--- src/rtl/fifo_sync_param.sv ---
// Single-clock parametrised FIFO with registered or FWFT read,
// occupancy count, watermarks, sticky error flags and flush.
module fifo_sync_param #(
  parameter int DATA_W   = 16,
  parameter int DEPTH    = 16,
  parameter int FWFT     = 0,
  parameter int AF_LEVEL = DEPTH - 2,
  parameter int AE_LEVEL = 1,
  localparam int ADDR    = $clog2(DEPTH)
) (
  input  logic              clk1,
  input  logic              reset,
  input  logic              flush,
  input  logic              w_en,
  input  logic [DATA_W-1:0] data_in,
  input  logic              r_en,
  output logic [DATA_W-1:0] data_out,
  output logic              full,
  output logic              empty,
  output logic              almost_full,
  output logic              almost_empty,
  output logic [ADDR:0]     count,
  output logic              overflow,
  output logic              underflow
);

  localparam logic [ADDR:0] CNT_FULL = (ADDR+1)'(DEPTH);
  localparam logic [ADDR:0] CNT_AF   = (ADDR+1)'(AF_LEVEL);
  localparam logic [ADDR:0] CNT_AE   = (ADDR+1)'(AE_LEVEL);

  if ((DEPTH < 2) || ((DEPTH & (DEPTH - 1)) != 0)) begin : g_bad_depth
    $error("fifo_sync_param: DEPTH must be a power of 2, >= 2");
  end
  if (AF_LEVEL > DEPTH) begin : g_bad_af
    $error("fifo_sync_param: AF_LEVEL must not exceed DEPTH");
  end
  if (AE_LEVEL >= DEPTH) begin : g_bad_ae
    $error("fifo_sync_param: AE_LEVEL must be below DEPTH");
  end

  logic [DATA_W-1:0] mem [DEPTH];
  logic [ADDR-1:0]   w_pt;
  logic [ADDR-1:0]   r_pt;
  logic [ADDR:0]     cnt;
  logic              ovf_q;
  logic              unf_q;
  logic              rd_ok;
  logic              wr_ok;
  logic              live;

  // Status flags decode straight from the registered count.
  always_comb begin
    full         = (cnt == CNT_FULL);
    empty        = (cnt == '0);
    almost_full  = (cnt >= CNT_AF);
    almost_empty = (cnt <= CNT_AE);
    count        = cnt;
    overflow     = ovf_q;
    underflow    = unf_q;
    live         = reset && !flush;
    rd_ok        = r_en && !empty;
    wr_ok        = w_en && (!full || rd_ok);
  end

  // Pointers, occupancy and sticky errors; reset/flush discard
  // anything offered in the same cycle.
  always_ff @(posedge clk1) begin
    if (!live) begin
      w_pt  <= '0;
      r_pt  <= '0;
      cnt   <= '0;
      ovf_q <= 1'b0;
      unf_q <= 1'b0;
    end else begin
      if (wr_ok) w_pt <= w_pt + ADDR'(1);
      if (rd_ok) r_pt <= r_pt + ADDR'(1);
      unique case ({wr_ok, rd_ok})
        2'b10:   cnt <= cnt + (ADDR+1)'(1);
        2'b01:   cnt <= cnt - (ADDR+1)'(1);
        default: cnt <= cnt;
      endcase
      if (w_en && !wr_ok) ovf_q <= 1'b1;
      if (r_en && !rd_ok) unf_q <= 1'b1;
    end
  end

  // Storage array; contents survive reset and flush.
  always_ff @(posedge clk1) begin
    if (live && wr_ok) mem[w_pt] <= data_in;
  end

  if (FWFT != 0) begin : g_fwft
    // Head word is visible as soon as the FIFO is non-empty.
    always_comb begin
      data_out = empty ? '0 : mem[r_pt];
    end
  end else begin : g_reg
    logic [DATA_W-1:0] dout_q;

    // Registered read: word lands one cycle after the accepted pop;
    // flush keeps the last word on the output.
    always_ff @(posedge clk1) begin
      if (!reset) begin
        dout_q <= '0;
      end else if (!flush && rd_ok) begin
        dout_q <= mem[r_pt];
      end
    end

    always_comb begin
      data_out = dout_q;
    end
  end

endmodule
--- config.mk ---
export PLATFORM = sky130hd
export DESIGN_NAME = fifo_sync_param
export DESIGN_NICKNAME = d
export VERILOG_FILES = /design/src/rtl/fifo_sync_param.sv
export SDC_FILE = /design/constraint.sdc
export NUM_CORES = 1
export LEC_CHECK = 0
export ABC_CLOCK_PERIOD_IN_PS = 5300
export CAP_MARGIN = 20
export CORE_MARGIN = 2
export CORE_UTILIZATION = 65
export CTS_BUF_LIST = sky130_fd_sc_hd__clkbuf_8
export CTS_CLUSTER_DIAMETER = 80
export DETAILED_ROUTE_END_ITERATION = 16
export HOLD_SLACK_MARGIN = 0.15
export PLACE_DENSITY = 0.85
export RECOVER_POWER = 50
export SYNTH_ARGS = -nofsm -noshare
export SYNTH_HDL_FRONTEND = slang
export SYNTH_SLANG_ARGS = --single-unit
--- constraint.sdc ---
create_clock -name clk1 -period 5.3 [get_ports clk1]
set_clock_uncertainty 0.05 [all_clocks]
set_input_delay 0.795 -clock clk1 [delete_from_list [all_inputs] [get_ports clk1]]
set_output_delay 0.795 -clock clk1 [all_outputs]
set_load 0.01 [all_outputs]
### Word level (Yosys, flattened, before mapping)

Memory sizes are Yosys's and may differ from the RTL's. A register that Yosys moved wholly into a read port is not among the register bits.
Index checks and enable logic that the tools add are counted.

* reductions and logical operators: 16
* muxes and demuxes: 3
* eq/ne operators: 3
* magnitude comparators: 2
* add/subtract/negate cells: 4

Operator list (count)
* $pmux 5 s2: 1
* $add 4x1->4 const B: 2
* $logic_and 1x1->1: 7
* $logic_not 1->1: 6
* $add 5x1->5 const B: 1
* $eq 5x5->1 const B: 1
* $ge 5x4->1 const B: 1
* $le 5x1->1 const B: 1
* $logic_not 5->1: 1
* $sub 5x1->5 const B: 1
* $eq 2x1->1 const B: 1
* $eq 2x2->1 const B: 1
* $mux 1: 2
* $reduce_bool 2->1: 1
* $logic_or 1x1->1: 1

* memories: 1
* output and inout port bits: 27
* register bits: 15
* memory bits (writable): 256
* input bits: 21
* logic and storage cells: 34

Memory list
* mem: depth 16, bits a word 16, read ports 1, clocked after memory_dff 1, write ports 1, RTL line 41 `logic [DATA_W-1:0] mem [DEPTH];`

### Logic depth before layout (Yosys ltp)

Gate-level depths: netlist (run 1).

* depth after elaboration: 8
* depth in mapped cells: 9
* depth with buffers taken out: 7

### Least setup slack after synthesis (run 1)

No wires, ideal clock.

* kind: input to register
* from: input w_en
* to: memory mem[12][0] (enable)
* slack: 2.548 ns
* data required time: 4.862 ns
* setup time: 0.388 ns
* stages: 4
* arrival time: 2.314 ns
* buffers on the path: 1
* path through: clkbuf_1 a21boi_1 nand2_1 nor2_1

* longest elaborated chain between the ends: 4

Ends and longest elaborated chain
* from (decl): RTL line 14 `input logic w_en,`
* $logic_and 1x1->1: RTL line 62 `wr_ok = w_en && (!full || rd_ok);`
* $logic_and 1x1->1: RTL line 89 `if (live && wr_ok) mem[w_pt] <= data_in;`
* $mux 1: RTL line 89
* $mux 1 (not written as such): RTL line 89
* to (decl): RTL line 41

No other way between the ends.

### Worst setup path after layout (run 1)

* from: register cnt[1] (netlist: count[1])
* to: output empty

* longest elaborated chain between the ends: 1

Ends and longest elaborated chain
* from (decl): RTL line 44 `logic [ADDR:0] cnt;`
* from (signal assigned): RTL line 78 `2'b10: cnt <= cnt + (ADDR+1)'(1);`
* from (signal assigned): RTL line 79 `2'b01: cnt <= cnt - (ADDR+1)'(1);`
* from (signal assigned): RTL line 80 `default: cnt <= cnt;`
* $logic_not 5->1: RTL line 54 `empty = (cnt == '0);`
* to (decl): RTL line 19 `output logic empty,`

No other way between the ends.

==> results of run 1 <==
## state kept, by name (all words and copies together), names as in the netlist
signal and cells:
mem 256, data_out 16, count 5, r_pt 4
w_pt 4, overflow 1, underflow 1
## power by group through the flow
| stage | Combinational (W) | Clock [W] | Sequential [W] |
|---|---|---|---|
| floorplan | 0.0000570 | 0 | 0.00253 |
| finish | 0.000124 | 0.00163 | 0.00248 |
| CTS | 0.000127 | 0.00166 | 0.00248 |
| global placement | 0.000120 | 0 | 0.00253 |
| global route | 0.000133 | 0.00175 | 0.00248 |
| detailed placement | 0.000127 | 0 | 0.00253 |
## stage by stage
| step | hold slack [ns] | cell area (sq um) | setup slack (ns) |
|---|---|---|---|
| finish | 0.421 | 12700 | 1.71 |
| global route | 0.466 | 12700 | 1.61 |
| CTS | 0.428 | 12700 | 1.85 |
| detailed placement | 0.412 | 11900 | 1.39 |
| global placement | 0.414 | 11900 | 1.64 |
| floorplan | 0.443 | 11300 | 2.55 |
## cells in the final DEF (no fill, tap or decap), drive strengths merged, types with 12 or more instances in the layout
master	n
mux4	64
dfxtp	31
dlygate4sd3	34
edfxtp	256
mux2	16
clkbuf	46
mux2i	21
clkdlybuf4s50	13
clkinv	16
inv	21
o21ai	12
nor2	36
## Yosys cell counts, drive strengths merged, types with 2 or more instances
library cell / instances
edfxtp: 256
mux4: 64
nor2: 36
dfxtp: 31
mux2i: 21
buf: 20
mux2: 16
o21ai: 12
a22oi: 11
clkbuf: 11
nand2: 11
ha: 10
a221o: 6
inv: 6
nand2b: 6
xor2: 6
nand3: 5
a21oi: 4
nand4: 4
o211ai: 3
a211oi: 2
and3: 2
nor2b: 2
or3: 2
or4: 2
## worst max-delay path, cell delays in order (launching register included)
cell and delay [ns]:
dfxtp_1 0.40, inv_1 0.13, ha_1 0.21, or4b_1 0.61, clkinvlp_2 0.28, clkdlybuf4s50_1 0.57
## layout make-up
| type | instances | area [sq um] | share of cell area, % |
|---|---|---|---|
| flip-flops and latches | 287 | 8320 | 65.5 |
| multi-input cells | 237 | 2780 | 21.9 |
| clock buffers | 46 | 633 | 4.98 |
| repair buffers | 53 | 515 | 4.06 |
| well taps | 225 | 282 | 2.22 |
| clock inverters | 32 | 153 | 1.20 |
| inverters | 7 | 27.5 | 0.217 |
## final timing paths
kind / cells after the start / slack, ns / start / end
max: 5 / 1.71 / count[1] / empty
max reg2reg: 7 / 2.04 / count[1] / mem[4][11]
min: 2 / 0.42 / overflow / overflow
min reg2reg: 2 / 0.42 / overflow / overflow
## logic make-up (layout without fill, tap and decap cells)
group,count (synthesis),after routing
AO/OA/AOI/OAI,42,42
flip-flops,287,287
multiplexers,101,101
adder cells (fa/ha/maj),10,10
AND/OR/NAND/NOR,77,77
XOR/XNOR,7,7
buffers and inverters,38,138
## metal layers
| layer | track usage (%) | vias up |
|---|---|---|
| li1 | - | 2424 |
| met1 | 34.5 | 2900 |
| met2 | 44.7 | 268 |
| met3 | 5.01 | 65 |
| met4 | 10.3 | 0 |
| met5 | 0 | - |
==> metrics.csv, run 1 <==
stage;metric;value;unit
clock_tree;cts-root-buf;clkbuf_8;
yosys;synth-compound-area-share;3.11;%
sta;hold_viol;0;
layout;antennaDiodeCount;0;
global_routing;globalRouteTotalUtil;26.4;%
sta;tns;0;ns
clock_tree;cts_tree;built;
worst_setup_path;cp_data_arrival_time;2.74;ns
yosys;synth_area_leader_cell;edfxtp_1;
yosys;synth_mux_area_share;16.3;%
sta;finalCriticalPeriod;3.59;ns
sta;rsz0062_at_grt;false;
worst_setup_path;worstPathRequired;4.45;ns
drt;wl_per_cell;26.1;um
yosys;synthFlopType;edfxtp_1;
pwr;switchingPower;0.000875;W
layout;drive_above_1_share;25.2;%
floorplanning;io_pins;48;
placed_design;routabilityCongestion;0.891;
yosys;synthTopCellsByArea;edfxtp_1 (68%), mux4_2 (13%), dfxtp_1 (5.5%);
pwr;p_clk_share;38.5;%
pwr;power_density;334;nW/um^2
clock_tree;post_cts_resized;0;
worst_hold_path;holdCritPathClass;reg2reg;
clock_tree;post_cts_buffers;0;
worst_setup_path;crit_type;reg2out;
yosys;synth-seq-area-share;73.8;%
drt;drc;0;
yosys;synth_top_family_by_area;multiplexers;
yosys;synth.avg_cell_area;20.0;sq um
pwr;comb_power_share;2.9;%
pwr;power;0.00424;W
pwr;p_leak;4.03;nW
floorplanning;die_w;136;um
global_routing;antenna_found_initial;0;
drt;dr.max_layer_used;met4;
worst_setup_path;cp-start-kind;register;
clock_tree;numCtsBuffers;44;
yosys;synth_xor_area_share;0.545;%
pwr;max-vdd-ir-drop;0.251;mV
clock_tree;ctsHoldBuffers;0;
pwr;pwr-share-seq;58.5;%
global_routing;grt_max_degree;52;
placed_design;portBuffers;47;
outcome;status;finished, final reports clean;
clock_tree;cts.sinks;287;
clock_tree;insertion_delay;0.54;ns
drt;num_vias;5657;
layout;final_net_count;661;
drt;wl_met1;8.76;mm
yosys;yosys_warnings;0;
layout;fillers;945;
floorplanning;core_area;17100;sq um
yosys;synth_top_area_share;68.3;%
placed_design;place_inst;809;
drt;drtPass1Iterations;5;
pwr;swShare;20.6;%
yosys;synth_cell_type_count;46;
floorplanning;dieArea;18400;sq um
sta;slew_headroom;29.9;%
yosys;synth_nets;593;
yosys;async_flop_share;0;%
sta;max_slew.worst_pin.slew;1.05;ns
floorplanning;rows;48;
floorplanning;start_util;65.8;%
layout;finish.utilization;74.2;%
global_routing;grt_first_pass_wirelength;35.0;mm
yosys;syn-instance-count;562;
drt;wl;23.2;mm
sta;slew_viol_final;0;
global_routing;first_global_vias;6074;
drt;wl_met2;12.1;mm
layout;stdcell_count;887;
pwr;internal_power;0.00337;W
global_routing;gr-total-overflow;0;
layout;area_growth;12.9;%
drt;ant_nets;0;
yosys;synthSimpleGateAreaFrac;3.38;%
yosys;synthAdderAreaFrac;1.11;%
floorplanning;die_height;136;um
yosys;synth_edf_count;256;
clock_tree;cts_max_level;2;
sta;finalSetupViolCount;0;
yosys;syn_area;11300;sq um
drt;drt_iter0_drc;537;
yosys;synth_seq_cells;287;
sta;fin_crit_sh;67.7;%
drt;viasPerCell;6.38;
worst_setup_path;crit_path_end_kind;output port;
clock_tree;cts.clk_slew.worst_paths;0.06;ns
sta;clock.fmax;279;MHz
worst_setup_path;crit_path_max_fanout;8;
job;cap_violations;0;
placed_design;dpl.hpwl;14.2;mm
drt;wl_met3;1.61;mm
clock_tree;ctsLongestPathBuffers;3;
Power figures use the tool's default switching activity.
==> run 2, diff against run 1 <==
- ABC_CLOCK_PERIOD_IN_PS: 5300 -> 3400
- CORE_UTILIZATION: 65 -> 63
- PLACE_DENSITY: 0.85 -> 0.82
- clock period: 5.3 -> 3.4 ns (I/O delays scaled with it)
==> metrics.csv, run 2 (synthesized netlist as in run 1, its figures left out) <==
stage;metric;value;unit;change
outcome;status;finished, final reports clean;;unchanged
drt;wl;22.5;mm;was 23.2 mm
global_routing;first_global_vias;5917;;was 6074
sta;clock.fmax;311;MHz;
worst_setup_path;crit_type;reg2out;;unchanged
drt;wl_per_cell;24.8;um;was 26.1 um
worst_setup_path;cp_data_arrival_time;2.65;ns;was 2.74 ns
sta;tns;0;ns;unchanged
clock_tree;numCtsBuffers;44;;unchanged
clock_tree;cts-root-buf;clkbuf_8;;unchanged
clock_tree;ctsHoldBuffers;0;;unchanged
floorplanning;die_w;138;um;was 136 um
worst_setup_path;path_buf_inv;3;;unchanged
drt;drt_iter0_drc;562;;was 537
drt;drtPass1Iterations;5;;unchanged
clock_tree;cts_max_level;2;;unchanged
layout;layout_common_cells;edfxtp_1 (256), mux4_2 (64), clkbuf_8 (46);;unchanged
layout;final_net_count;683;;was 661
sta;whs;0.442;ns;was 0.421 ns
worst_setup_path;crit_slowest_cell;or4b_1;;unchanged
placed_design;dpl.hpwl;13.8;mm;was 14.2 mm
sta;slew_headroom;45.3;%;was 29.9%
layout;drive_above_1_share;26.9;%;was 25.2%
floorplanning;rows;48;;unchanged
sta;slew_viol_final;0;;unchanged
clock_tree;insertion_delay;0.55;ns;was 0.54 ns
clock_tree;post_cts_resized;0;;unchanged
global_routing;grt_first_pass_wirelength;34.2;mm;was 35.0 mm
layout;final_common_cell;edfxtp_1;;unchanged
clock_tree;post_cts_buffers;0;;unchanged
layout;largest_reg_flops;256;;unchanged
placed_design;routabilityCongestion;0.870;;was 0.891
floorplanning;start_util;64.9;%;was 65.8%
worst_setup_path;slowest_delay;0.65;ns;was 0.61 ns
floorplanning;die_height;138;um;was 136 um
drt;drc;0;;unchanged
worst_setup_path;worstPathRequired;2.84;ns;was 4.45 ns
worst_setup_path;crit_path_end_kind;output port;;unchanged
clock_tree;ctsLongestPathBuffers;3;;unchanged
worst_hold_path;holdCritPathClass;reg2reg;;unchanged
worst_setup_path;crit_path_max_fanout;8;;unchanged
sta;rsz0062_at_grt;false;;unchanged
drt;num_vias;5734;;was 5657
sta;max_slew.worst_pin.slew;0.820;ns;was 1.05 ns
worst_setup_path;path_cells;inv_1 -> ha_1 -> or4b_1 -> inv_4 -> clkdlybuf4s50_1;;was inv_1 -> ha_1 -> or4b_1 -> clkinvlp_2 -> clkdlybuf4s50_1
worst_setup_path;cp_top_family;buffers and inverters;;unchanged
sta;finalSetupViolCount;0;;unchanged
sta;finalCriticalPeriod;3.21;ns;
job;cap_violations;0;;unchanged
floorplanning;dieArea;19000;sq um;was 18400 sq um
clock_tree;cts_tree;built;;unchanged
floorplanning;core_area;17400;sq um;was 17100 sq um
global_routing;gr-total-overflow;0;;unchanged
drt;ant_nets;0;;unchanged
layout;regMostFlops;mem;;unchanged
global_routing;globalRouteTotalUtil;25.2;%;was 26.4%
pwr;power;0.00662;W;was 0.00424 W
sta;fin_crit_sh;94.6;%;
layout;antennaDiodeCount;0;;unchanged
clock_tree;cts.sinks;287;;unchanged
layout;area_growth;14.4;%;was 12.9%
sta;hold_viol;0;;unchanged
global_routing;grt_max_degree;56;;was 52
pwr;max-vdd-ir-drop;0.363;mV;was 0.251 mV
drt;viasPerCell;6.31;;was 6.38
global_routing;antenna_found_initial;0;;unchanged
clock_tree;cts.clk_slew.worst_paths;0.06;ns;about the same
placed_design;portBuffers;47;;unchanged
pwr;power_density;514;nW/um^2;was 334 nW/um^2
worst_setup_path;worst-r2r-setup-slack;0.59;ns;was 2.04 ns
floorplanning;io_pins;48;;unchanged
pwr;p_leak;4.15;nW;was 4.03 nW
worst_setup_path;cp-start-kind;register;;unchanged
-- run 2: changes by cell type in the layout (fill, tap and decap cells not counted), sizes merged --
cell | before | now
buf | 6 | 28
clkdlybuf4s50 | 13 | 12
clkinvlp | 1 | 2
dlygate4sd3 | 34 | 35
inv | 21 | 20
-- run 2: final cells by class --
| class | count | area [sq um] |
|---|---|---|
| Clock inverter | 32 | 161 |
| Clock buffer | 46 | 633 |
| Tap cell | 225 | 282 |
| Inverter | 7 | 28.8 |
| Timing Repair Buffer | 75 | 693 |
| Multi-Input combinational cell | 237 | 2760 |
| Fill cell | 937 | 4480 |
| Sequential cell | 287 | 8320 |
-- run 2: metal layers --
metal / global-route usage, % / up-vias / wire [um]
met2: 40.0 / 260 / 11200
met1: 35.4 / 2962 / 9020
met3: 4.89 / 43 / 1860
met4: 9.74 / 0 / 514
met5: 0 / - / 0
li1: - / 2469 / -
-- run 2: worst paths after layout --
check,startpoint,depth (start not counted),endpoint
setup / recovery,count[0],5,empty
hold / removal,data_out[4],1,data_out[4]
setup reg to reg,count[0],8,mem[10][13]
hold reg to reg,data_out[4],1,data_out[4]
-- run 2: worst register-to-register path, stage by stage (launching register included) --
cell       delay (ns)
dfxtp_1          0.48
inv_1            0.14
ha_1             0.25
nand4bb_1        0.18
inv_1            0.12
a21boi_1         0.47
nand2_1          0.30
nor2_1           0.21
buf_4            0.29
-- run 2: report_power, final --
part           switching, W  total (W)  internal (W)  leakage [nW]
sequential        0.0000167    0.00387       0.00385          2.56
combinational      0.000119   0.000193     0.0000741          1.14
clock               0.00123    0.00256       0.00133         0.457
total               0.00137    0.00662       0.00525          4.15
-- run 2: metrics by stage --
stage	cell area (sq um)	setup slack (ns)	util, %	std cells
2_1_floorplan	11300	0.726	-	562
3_3_place_gp	12100	0.707	69.6	831
3_5_place_dp	12100	0.614	69.6	831
4_1_cts	12900	0.172	74.2	909
5_1_grt	12900	0.0594	74.2	909
6_report	12900	0.185	74.2	909
